`src/rtl/uart_tx_sched.sv`:
```
`timescale 1ns/1ps
`default_nettype none
// ============================================================================
// Module   : uart_tx_sched
// Purpose  : FIFO-buffered frame sequencer for one uart_core_tx instance, with
//            shadowed line configuration applied only between frames.
// Option   : UART_TX_SCHED_GAP_EN inserts GAP_CYCLES idle cycles after frames.
// Revision : 1.0  initial release
// ============================================================================
module uart_tx_sched #(
    parameter int DEPTH          = 16,
    parameter int ADDR_WIDTH     = 4,
    parameter int BAUD_DIV_WIDTH = 8,
    parameter int GAP_CYCLES     = 16
) (
    input  logic                      clk,
    input  logic                      rst,
    input  logic                      wr_en,
    input  logic [7:0]                wr_data,
    output logic                      full,
    output logic                      empty,
    output logic [ADDR_WIDTH:0]       count,
    output logic                      ovf,
    input  logic                      cfg_wr,
    input  logic [BAUD_DIV_WIDTH-1:0] cfg_baud_div,
    input  logic [1:0]                cfg_data_type,
    input  logic [1:0]                cfg_stop_type,
    input  logic                      cfg_check_en,
    input  logic [1:0]                cfg_check_type,
    output logic [BAUD_DIV_WIDTH-1:0] baud_div,
    output logic [1:0]                data_type,
    output logic [1:0]                stop_type,
    output logic                      check_en,
    output logic [1:0]                check_type,
    output logic                      tx_en,
    output logic [7:0]                tx_data,
    input  logic                      tx_busy,
    input  logic                      tx_ack,
    output logic                      idle,
    output logic                      sent
);

    localparam int                  c_CFG_W   = BAUD_DIV_WIDTH + 7;
    localparam logic [ADDR_WIDTH:0] c_DEPTH   = (ADDR_WIDTH+1)'(DEPTH);
    localparam logic [ADDR_WIDTH:0] c_CNT_ONE = (ADDR_WIDTH+1)'(1);
    localparam logic [ADDR_WIDTH-1:0] c_PTR_ONE = ADDR_WIDTH'(1);

    typedef enum logic [1:0] {
        S_IDLE  = 2'd0,
        S_START = 2'd1,
        S_WAIT  = 2'd2,
        S_GAP   = 2'd3
    } state_t;

    state_t                  r_state_q,   w_state_d;
    logic [ADDR_WIDTH-1:0]   r_wr_ptr_q,  w_wr_ptr_d;
    logic [ADDR_WIDTH-1:0]   r_rd_ptr_q,  w_rd_ptr_d;
    logic [ADDR_WIDTH:0]     r_count_q,   w_count_d;
    logic                    r_full_q,    w_full_d;
    logic                    r_empty_q,   w_empty_d;
    logic                    r_ovf_q,     w_ovf_d;
    logic                    r_tx_en_q,   w_tx_en_d;
    logic [7:0]              r_tx_data_q, w_tx_data_d;
    logic                    r_sent_q,    w_sent_d;
    logic                    r_pend_q,    w_pend_d;
    logic [c_CFG_W-1:0]      r_shadow_q,  w_shadow_d;
    logic [c_CFG_W-1:0]      r_active_q,  w_active_d;
    logic [7:0]              r_mem_q [DEPTH];

    logic                    w_push;
    logic                    w_pop;
    logic                    w_apply;

`ifdef UART_TX_SCHED_GAP_EN
    localparam int                 c_GAP_W    = (GAP_CYCLES > 1) ? $clog2(GAP_CYCLES) : 1;
    localparam logic [c_GAP_W-1:0] c_GAP_LOAD = c_GAP_W'(GAP_CYCLES - 1);
    localparam logic [c_GAP_W-1:0] c_GAP_ONE  = c_GAP_W'(1);
    logic [c_GAP_W-1:0]            r_gap_cnt_q, w_gap_cnt_d;
`endif

    // full is the registered value, so a write while full is dropped even if a pop coincides.
    assign w_push  = wr_en & ~r_full_q;
    assign w_pop   = (r_state_q == S_IDLE) & ~r_empty_q & ~tx_busy;
    assign w_apply = (r_state_q == S_IDLE) & r_pend_q;

    always_comb begin
        w_state_d   = r_state_q;
        w_wr_ptr_d  = w_push ? r_wr_ptr_q + c_PTR_ONE : r_wr_ptr_q;
        w_rd_ptr_d  = w_pop  ? r_rd_ptr_q + c_PTR_ONE : r_rd_ptr_q;
        w_count_d   = r_count_q;
        w_ovf_d     = wr_en & r_full_q;
        w_tx_en_d   = 1'b0;
        w_tx_data_d = r_tx_data_q;
        w_sent_d    = 1'b0;
        w_shadow_d  = cfg_wr ? {cfg_baud_div, cfg_data_type, cfg_stop_type,
                                cfg_check_en, cfg_check_type} : r_shadow_q;
        // A cfg_wr coinciding with an apply keeps the flag so the newer values follow.
        w_pend_d    = cfg_wr | (r_pend_q & ~w_apply);
        w_active_d  = w_apply ? r_shadow_q : r_active_q;
`ifdef UART_TX_SCHED_GAP_EN
        w_gap_cnt_d = r_gap_cnt_q;
`endif

        case ({w_push, w_pop})
            2'b10:   w_count_d = r_count_q + c_CNT_ONE;
            2'b01:   w_count_d = r_count_q - c_CNT_ONE;
            default: w_count_d = r_count_q;
        endcase
        w_full_d  = (w_count_d == c_DEPTH);
        w_empty_d = (w_count_d == '0);

        case (r_state_q)
            S_IDLE: begin
                if (w_pop) begin
                    w_tx_data_d = r_mem_q[r_rd_ptr_q];
                    w_tx_en_d   = 1'b1;
                    w_state_d   = S_START;
                end
            end
            S_START: w_state_d = S_WAIT;
            S_WAIT: begin
                if (tx_ack) begin
                    w_sent_d    = 1'b1;
`ifdef UART_TX_SCHED_GAP_EN
                    w_state_d   = S_GAP;
                    w_gap_cnt_d = c_GAP_LOAD;
`else
                    w_state_d   = S_IDLE;
`endif
                end
            end
            S_GAP: begin
`ifdef UART_TX_SCHED_GAP_EN
                if (r_gap_cnt_q == '0) begin
                    w_state_d = S_IDLE;
                end else begin
                    w_gap_cnt_d = r_gap_cnt_q - c_GAP_ONE;
                end
`else
                w_state_d = S_IDLE;
`endif
            end
            default: w_state_d = S_IDLE;
        endcase
    end

    always_ff @(posedge clk) begin
        if (rst) begin
            r_state_q   <= S_IDLE;
            r_wr_ptr_q  <= '0;
            r_rd_ptr_q  <= '0;
            r_count_q   <= '0;
            r_full_q    <= 1'b0;
            r_empty_q   <= 1'b1;
            r_ovf_q     <= 1'b0;
            r_tx_en_q   <= 1'b0;
            r_tx_data_q <= '0;
            r_sent_q    <= 1'b0;
            r_pend_q    <= 1'b0;
            r_shadow_q  <= '0;
            r_active_q  <= '0;
`ifdef UART_TX_SCHED_GAP_EN
            r_gap_cnt_q <= '0;
`endif
        end else begin
            r_state_q   <= w_state_d;
            r_wr_ptr_q  <= w_wr_ptr_d;
            r_rd_ptr_q  <= w_rd_ptr_d;
            r_count_q   <= w_count_d;
            r_full_q    <= w_full_d;
            r_empty_q   <= w_empty_d;
            r_ovf_q     <= w_ovf_d;
            r_tx_en_q   <= w_tx_en_d;
            r_tx_data_q <= w_tx_data_d;
            r_sent_q    <= w_sent_d;
            r_pend_q    <= w_pend_d;
            r_shadow_q  <= w_shadow_d;
            r_active_q  <= w_active_d;
`ifdef UART_TX_SCHED_GAP_EN
            r_gap_cnt_q <= w_gap_cnt_d;
`endif
        end
    end

    always_ff @(posedge clk) begin
        if (w_push) begin
            r_mem_q[r_wr_ptr_q] <= wr_data;
        end
    end

    assign full    = r_full_q;
    assign empty   = r_empty_q;
    assign count   = r_count_q;
    assign ovf     = r_ovf_q;
    assign tx_en   = r_tx_en_q;
    assign tx_data = r_tx_data_q;
    assign sent    = r_sent_q;
    assign idle    = r_empty_q & (r_state_q == S_IDLE) & ~tx_busy;
    assign {baud_div, data_type, stop_type, check_en, check_type} = r_active_q;

endmodule

`default_nettype wire

```
`config.mk`:
```
export PLATFORM = sky130hd
export DESIGN_NAME = uart_tx_sched
export DESIGN_NICKNAME = d
export VERILOG_FILES = /design/src/rtl/uart_tx_sched.sv
export SDC_FILE = /design/constraint.sdc
export NUM_CORES = 1
export LEC_CHECK = 0
export ABC_AREA = 1
export CORE_ASPECT_RATIO = 0.5
export CORE_MARGIN = 5
export CORE_UTILIZATION = 40
export DETAILED_ROUTE_END_ITERATION = 8
export DONT_BUFFER_PORTS = 1
export GPL_TIMING_DRIVEN = 0
export PLACE_DENSITY = 0.57
export SYNTH_ARGS = -nofsm -noshare
export SYNTH_HDL_FRONTEND = slang
export SYNTH_SLANG_ARGS = --single-unit
```
`constraint.sdc`:
```
create_clock -name clk -period 2.2 [get_ports clk]
set_input_delay 0.44 -clock clk [delete_from_list [all_inputs] [get_ports clk]]
set_output_delay 0.44 -clock clk [all_outputs]
set_load 0.02 [all_outputs]
```
# Yosys cells after proc, flatten, opt, wreduce, memory -nomap -nowiden
# Memories as Yosys holds them, arrays and structs flattened. A register that Yosys moved wholly into a read port is not among the register bits.
# Cells that the tools add are included.
dict set report totals {
  memories 1
  ff_bits 51
  output_inout_bits 34
  inputBits 29
  ram_bits 128
  word_cells 54
}
dict set report op_classes {
  n_mux 8
  bitwise 15
  n_addsub 4
  n_reduce_logical 6
  eq_ne 8
}
# name depth width rd rd_clocked_by_memory_dff wr line
set memory_table {}
lappend memory_table {r_mem_q 16 8 1 1 1 68} ;# logic [7:0] r_mem_q [DEPTH];
# cell n
set ops {}
lappend ops {{$pmux 5 s2} 1}
lappend ops {{$add 4x1->4 const B} 2}
lappend ops {{$and 1x1->1} 8}
lappend ops {{$pmux 2 s4} 1}
lappend ops {{$eq 2x2->1 const B} 3}
lappend ops {{$not 1->1} 6}
lappend ops {{$add 5x1->5 const B} 1}
lappend ops {{$eq 5x5->1 const B} 1}
lappend ops {{$logic_not 5->1} 1}
lappend ops {{$sub 5x1->5 const B} 1}
lappend ops {{$eq 2x1->1 const B} 2}
lappend ops {{$mux 1} 4}
lappend ops {{$mux 2} 2}
lappend ops {{$ne 2x2->1 const B} 2}
lappend ops {{$reduce_and 2->1} 2}
lappend ops {{$reduce_or 2->1} 2}
lappend ops {{$logic_not 2->1} 1}
lappend ops {{$or 1x1->1} 1}

# Logic depth before layout (Yosys ltp)
dict set report depth {
  ltp_word 6
  ltp_mapped 16
  mapped_depth_nobuf 16
}

# Worst setup path before layout
# OpenSTA, ideal clock, no wires.
dict set report synth_timing {
  kind {input-to-reg}
  start {input port tx_busy}
  end {register r_empty_q, in the netlist empty}
  setup_slack_ps 171
  cell_stages 11
  n_path_buf 2
  setup_ps 68
  t_required_ps 2132
  arrival_ps 1961
  path_cell_list {nor2_4 -> nand2_1 -> inv_1 -> buf_2 -> ha_1 -> clkbuf_1 -> o21ai_0 -> nand2_1 -> nor2_2 -> nand3_2 -> o21bai_2}
}
dict set report synth_between {
  elab_chain_cells 5
  word_cells_on_any_way 6
  cone_classes {2 x eq/ne; 1 x mux; 2 x bitwise; 1 x reduce/logical}
}
# element line
set synth_rtl {}
lappend synth_rtl {{start: declaration} 37} ;# input logic tx_busy,
lappend synth_rtl {{$not 1->1 *} 83} ;# assign w_pop = (r_state_q == S_IDLE) & ~r_empty_q & ~tx_busy;
lappend synth_rtl {{$and 1x1->1 *} 83}
lappend synth_rtl {{$eq 2x1->1 / $eq 2x2->1 (equally long branches)} 104} ;# case ({w_push, w_pop})
lappend synth_rtl {{$pmux 5 s2 *} 104}
lappend synth_rtl {{$logic_not 5->1 *} 110} ;# w_empty_d = (w_count_d == '0);
lappend synth_rtl {{end signal: assignment} 171} ;# r_empty_q <= w_empty_d;
lappend synth_rtl {{end: declaration} 60} ;# logic r_empty_q, w_empty_d;
# Mark *: on every way between the ends. The rest lies on a longest branch, timed or not.
# A chain may end at the register's enable or synchronous reset.

# Worst setup path after layout
dict set report layout_timing {
  start {register r_empty_q, in the netlist empty}
  end {register r_empty_q, in the netlist empty}
}
dict set report layout_between {
  elab_chain_cells 6
  word_cells_on_any_way 7
  cone_classes {2 x eq/ne; 1 x mux; 3 x bitwise; 1 x reduce/logical}
}
# element line
set layout_rtl {}
lappend layout_rtl {{$not 1->1 *} 83}
lappend layout_rtl {{$and 1x1->1 * (2 in a row)} 83}
lappend layout_rtl {{$eq 2x1->1 / $eq 2x2->1 (equally long branches)} 104}
lappend layout_rtl {{$pmux 5 s2 *} 104}
lappend layout_rtl {{$logic_not 5->1 *} 110}
# Marked as above.

==> metrics.cfg <==
[status]
status=finished, final reports clean

[die]
ios=63
initial_core_util_pct=40.7
rows=35
die_x_um=203
coreArea_mm2=0.0183
die_y_um=107
dieArea_mm2=0.0217

[routing]
totalWireLength_mm=19.2
via_per_inst=5.34
wl_met1_mm=8.84
dr_wl_met3_mm=1.52
first_pass_iters=7
met2_length_mm=8.35
top_layer=met4
drt-initial-drc-count=392
ant_nets=0
wire_per_inst_um=20.2
post-route-drc-count=0
vias=5076

[power_and_ir_drop]
leakagePower_nw=3.04
p_per_area_mw_per_mm2=1030
seq_power_share_pct=48.2
swShare_pct=30.4
internal-power_mw=6.06
pwr-share-clk_pct=36.0
p_switching_mw=2.65
ir_worst_vdd_mv=0.457
power_frac_comb_pct=15.7

[placed_design]
routabilityCongestion=0.819
dp_hpwl_mm=12.9
numPortBuffers=0
postPlaceCellArea_mm2=0.00777

[grt]
grt_overflow=0
grt_pass1_wl_mm=29.3
grt_pass1_vias=5042
grt_max_degree=20
grt_usage_pct=17.9
antenna_found_initial=0

[min_path]
hp-start=rst
holdPathStages=1
hold_path_class=in -> reg

[sta]
fin_crit_sh_pct=93.2
slew_viol_final=0
skew_ps=7.50
max_freq_mhz=488
rsz0062_at_grt=false
finalSetupViolCount=0
maxSlewHeadroom_pct=32.3
tightest_slew_ps=1010
final_hold_viol_count=0
min_period_ps=2050

[clock_tree]
clock_latency_ps=430
cts_buffer_depth=2
clk_pin_slew_ps=70
cts_buffers=17
clockRootBuffer=clkbuf_16
cts_htree_levels=4
cts_tree=done
clock_sinks=187

[worst_setup_path]
r2r_start=empty
reg2reg_depth=13
critPathLaunch=empty
worst_setup_path_end_kind=flop
cp-start-kind=flop
crit_arrival_ps=2410
critPathKind=reg -> reg
reg2reg_setup_slack_ps=150
required_ps=2560
path_max_fanout=10

[flow_run]
max_cap_violations=0

[logic_synthesis]
ys_ff_latch=187
syn_inst=676
postSynthAreaPerCell_um2=11.0
synth_edf_count=128
ys_types=34
syn_nets=713
yosys_warnings=0
syn_area_mm2=0.00747
ys.flop_type=edfxtp_1
yosysSeqAreaShare_pct=67.3
synthArstFlopShare_pct=0

[cells_and_area]
fin_area_mm2=0.00842
fin_nets=734
areaGrowthSynthToFinish_pct=12.7
diodes=0
nFillCells=1693
drive_gt1_share_pct=11.8
final_util_pct=45.9

==> kinds of logic after synthesis <==
kind of cell | count (synthesis) | share of synthesized area, %
adders and majority gates | 8 | 1.34
buffers and inverters | 71 | 4.57
DFF | 187 | 67.3
and+or+nand+nor | 255 | 14.6
AOI/OAI and AO/OA | 153 | 12.0
xor gates and xnor gates | 2 | 0.235
==> layout by cell type (no fill, tap or decap), types with 5 or more instances in the layout <==
| cell | n |
|---|---|
| a21oi_1 | 9 |
| buf_2 | 13 |
| buf_4 | 8 |
| buf_6 | 5 |
| clkbuf_1 | 9 |
| clkbuf_16 | 19 |
| dfxtp_1 | 57 |
| edfxtp_1 | 128 |
| ha_1 | 7 |
| inv_1 | 30 |
| inv_8 | 6 |
| nand2_1 | 30 |
| nand2_2 | 5 |
| nand3_1 | 32 |
| nor2_1 | 173 |
| o211ai_1 | 28 |
| o21ai_0 | 82 |
| o21ai_1 | 18 |
| o221ai_1 | 12 |
==> metal layers <==
layer / global-route usage, % / vias to the layer above
li1: - / 2416
met1: 25.5 / 2432
met2: 27.1 / 195
met3: 4.14 / 33
met4: 6.49 / 0
met5: 0 / -
==> Yosys cell counts (4+ instances only) <==
| master | instances | share of area, % |
|---|---|---|
| buf_6 | 5 | 0.75 |
| nor2_1 | 173 | 8.7 |
| ha_1 | 8 | 1.3 |
| inv_1 | 30 | 1.5 |
| nand3_1 | 32 | 2.1 |
| nand2_2 | 4 | 0.34 |
| dfxtp_1 | 59 | 16 |
| edfxtp_1 | 128 | 51 |
| buf_4 | 5 | 0.50 |
| a21oi_1 | 9 | 0.60 |
| o21ai_0 | 83 | 5.6 |
| o221ai_1 | 12 | 1.4 |
| buf_2 | 14 | 0.94 |
| clkbuf_1 | 10 | 0.50 |
| o21ai_1 | 17 | 1.1 |
| o211ai_1 | 28 | 2.8 |
| nand2_1 | 31 | 1.6 |
==> metrics by stage <==
step	power, mW	hold slack [ps]	setup TNS, ps	setup slack (ps)	cells
detailed placement	5.59	469	-687	-268	916
CTS	8.72	65.8	0	7.82	947
global route	9.07	73.3	0	55.3	950
finish	8.70	84.6	0	149	950
floorplan	5.18	449	0	171	676
global placement	5.57	457	-646	-265	916
==> critical path, cell delays in order (launching register included) <==
cell and delay, ps:
dfxtp_4 390, nor2_4 160, nand2_2 150, inv_1 100
clkbuf_4 220, ha_4 180, a21oi_1 90, inv_1 110
nand2_1 60, nand3_1 100, nand2_1 80, nor2_2 100
nand3_2 120, o21bai_2 110
==> worst paths after layout <==
path                     to
min reg2reg  r_active_q[12]
min           r_wr_ptr_q[0]
max reg2reg           empty
max                   empty
==> what timing repair did <==
item	in CTS	in global routing
pin swaps	0	1
buffers inserted	0	3
setup endpoints to repair	5	3
hold buffers	0	0
gates resized for setup	3	5
==> power groups by stage <==
| stage | clock network (mW) | logic (mW) | registers, mW |
|---|---|---|---|
| global route | 3.33 | 1.52 | 4.22 |
| global placement | 0 | 1.30 | 4.27 |
| CTS | 3.19 | 1.33 | 4.20 |
| floorplan | 0 | 0.954 | 4.22 |
| detailed placement | 0 | 1.31 | 4.27 |
| finish | 3.14 | 1.37 | 4.20 |
==> layout make-up <==
cell class	count	area [µm²]	area share, %
clock inverters	13	134	1.59
inverters	35	131	1.56
repair buffers	3	22.5	0.267
plain buffers	35	209	2.48
flip-flops and latches	187	5030	59.7
clock buffers	19	475	5.65
well taps	240	300	3.57
multi-input cells	418	2120	25.1
==> state kept, by name, indices dropped and copies added, names as in the netlist <==
name        cells
tx_data         8
ovf             1
r_pend_q        1
empty           1
tx_en           1
r_mem_q       128
r_active_q     15
r_wr_ptr_q      4
r_state_q       2
r_rd_ptr_q      4
count           5
sent            1
r_shadow_q     15
full            1
Note: power is estimated with default switching activity, not from simulation.
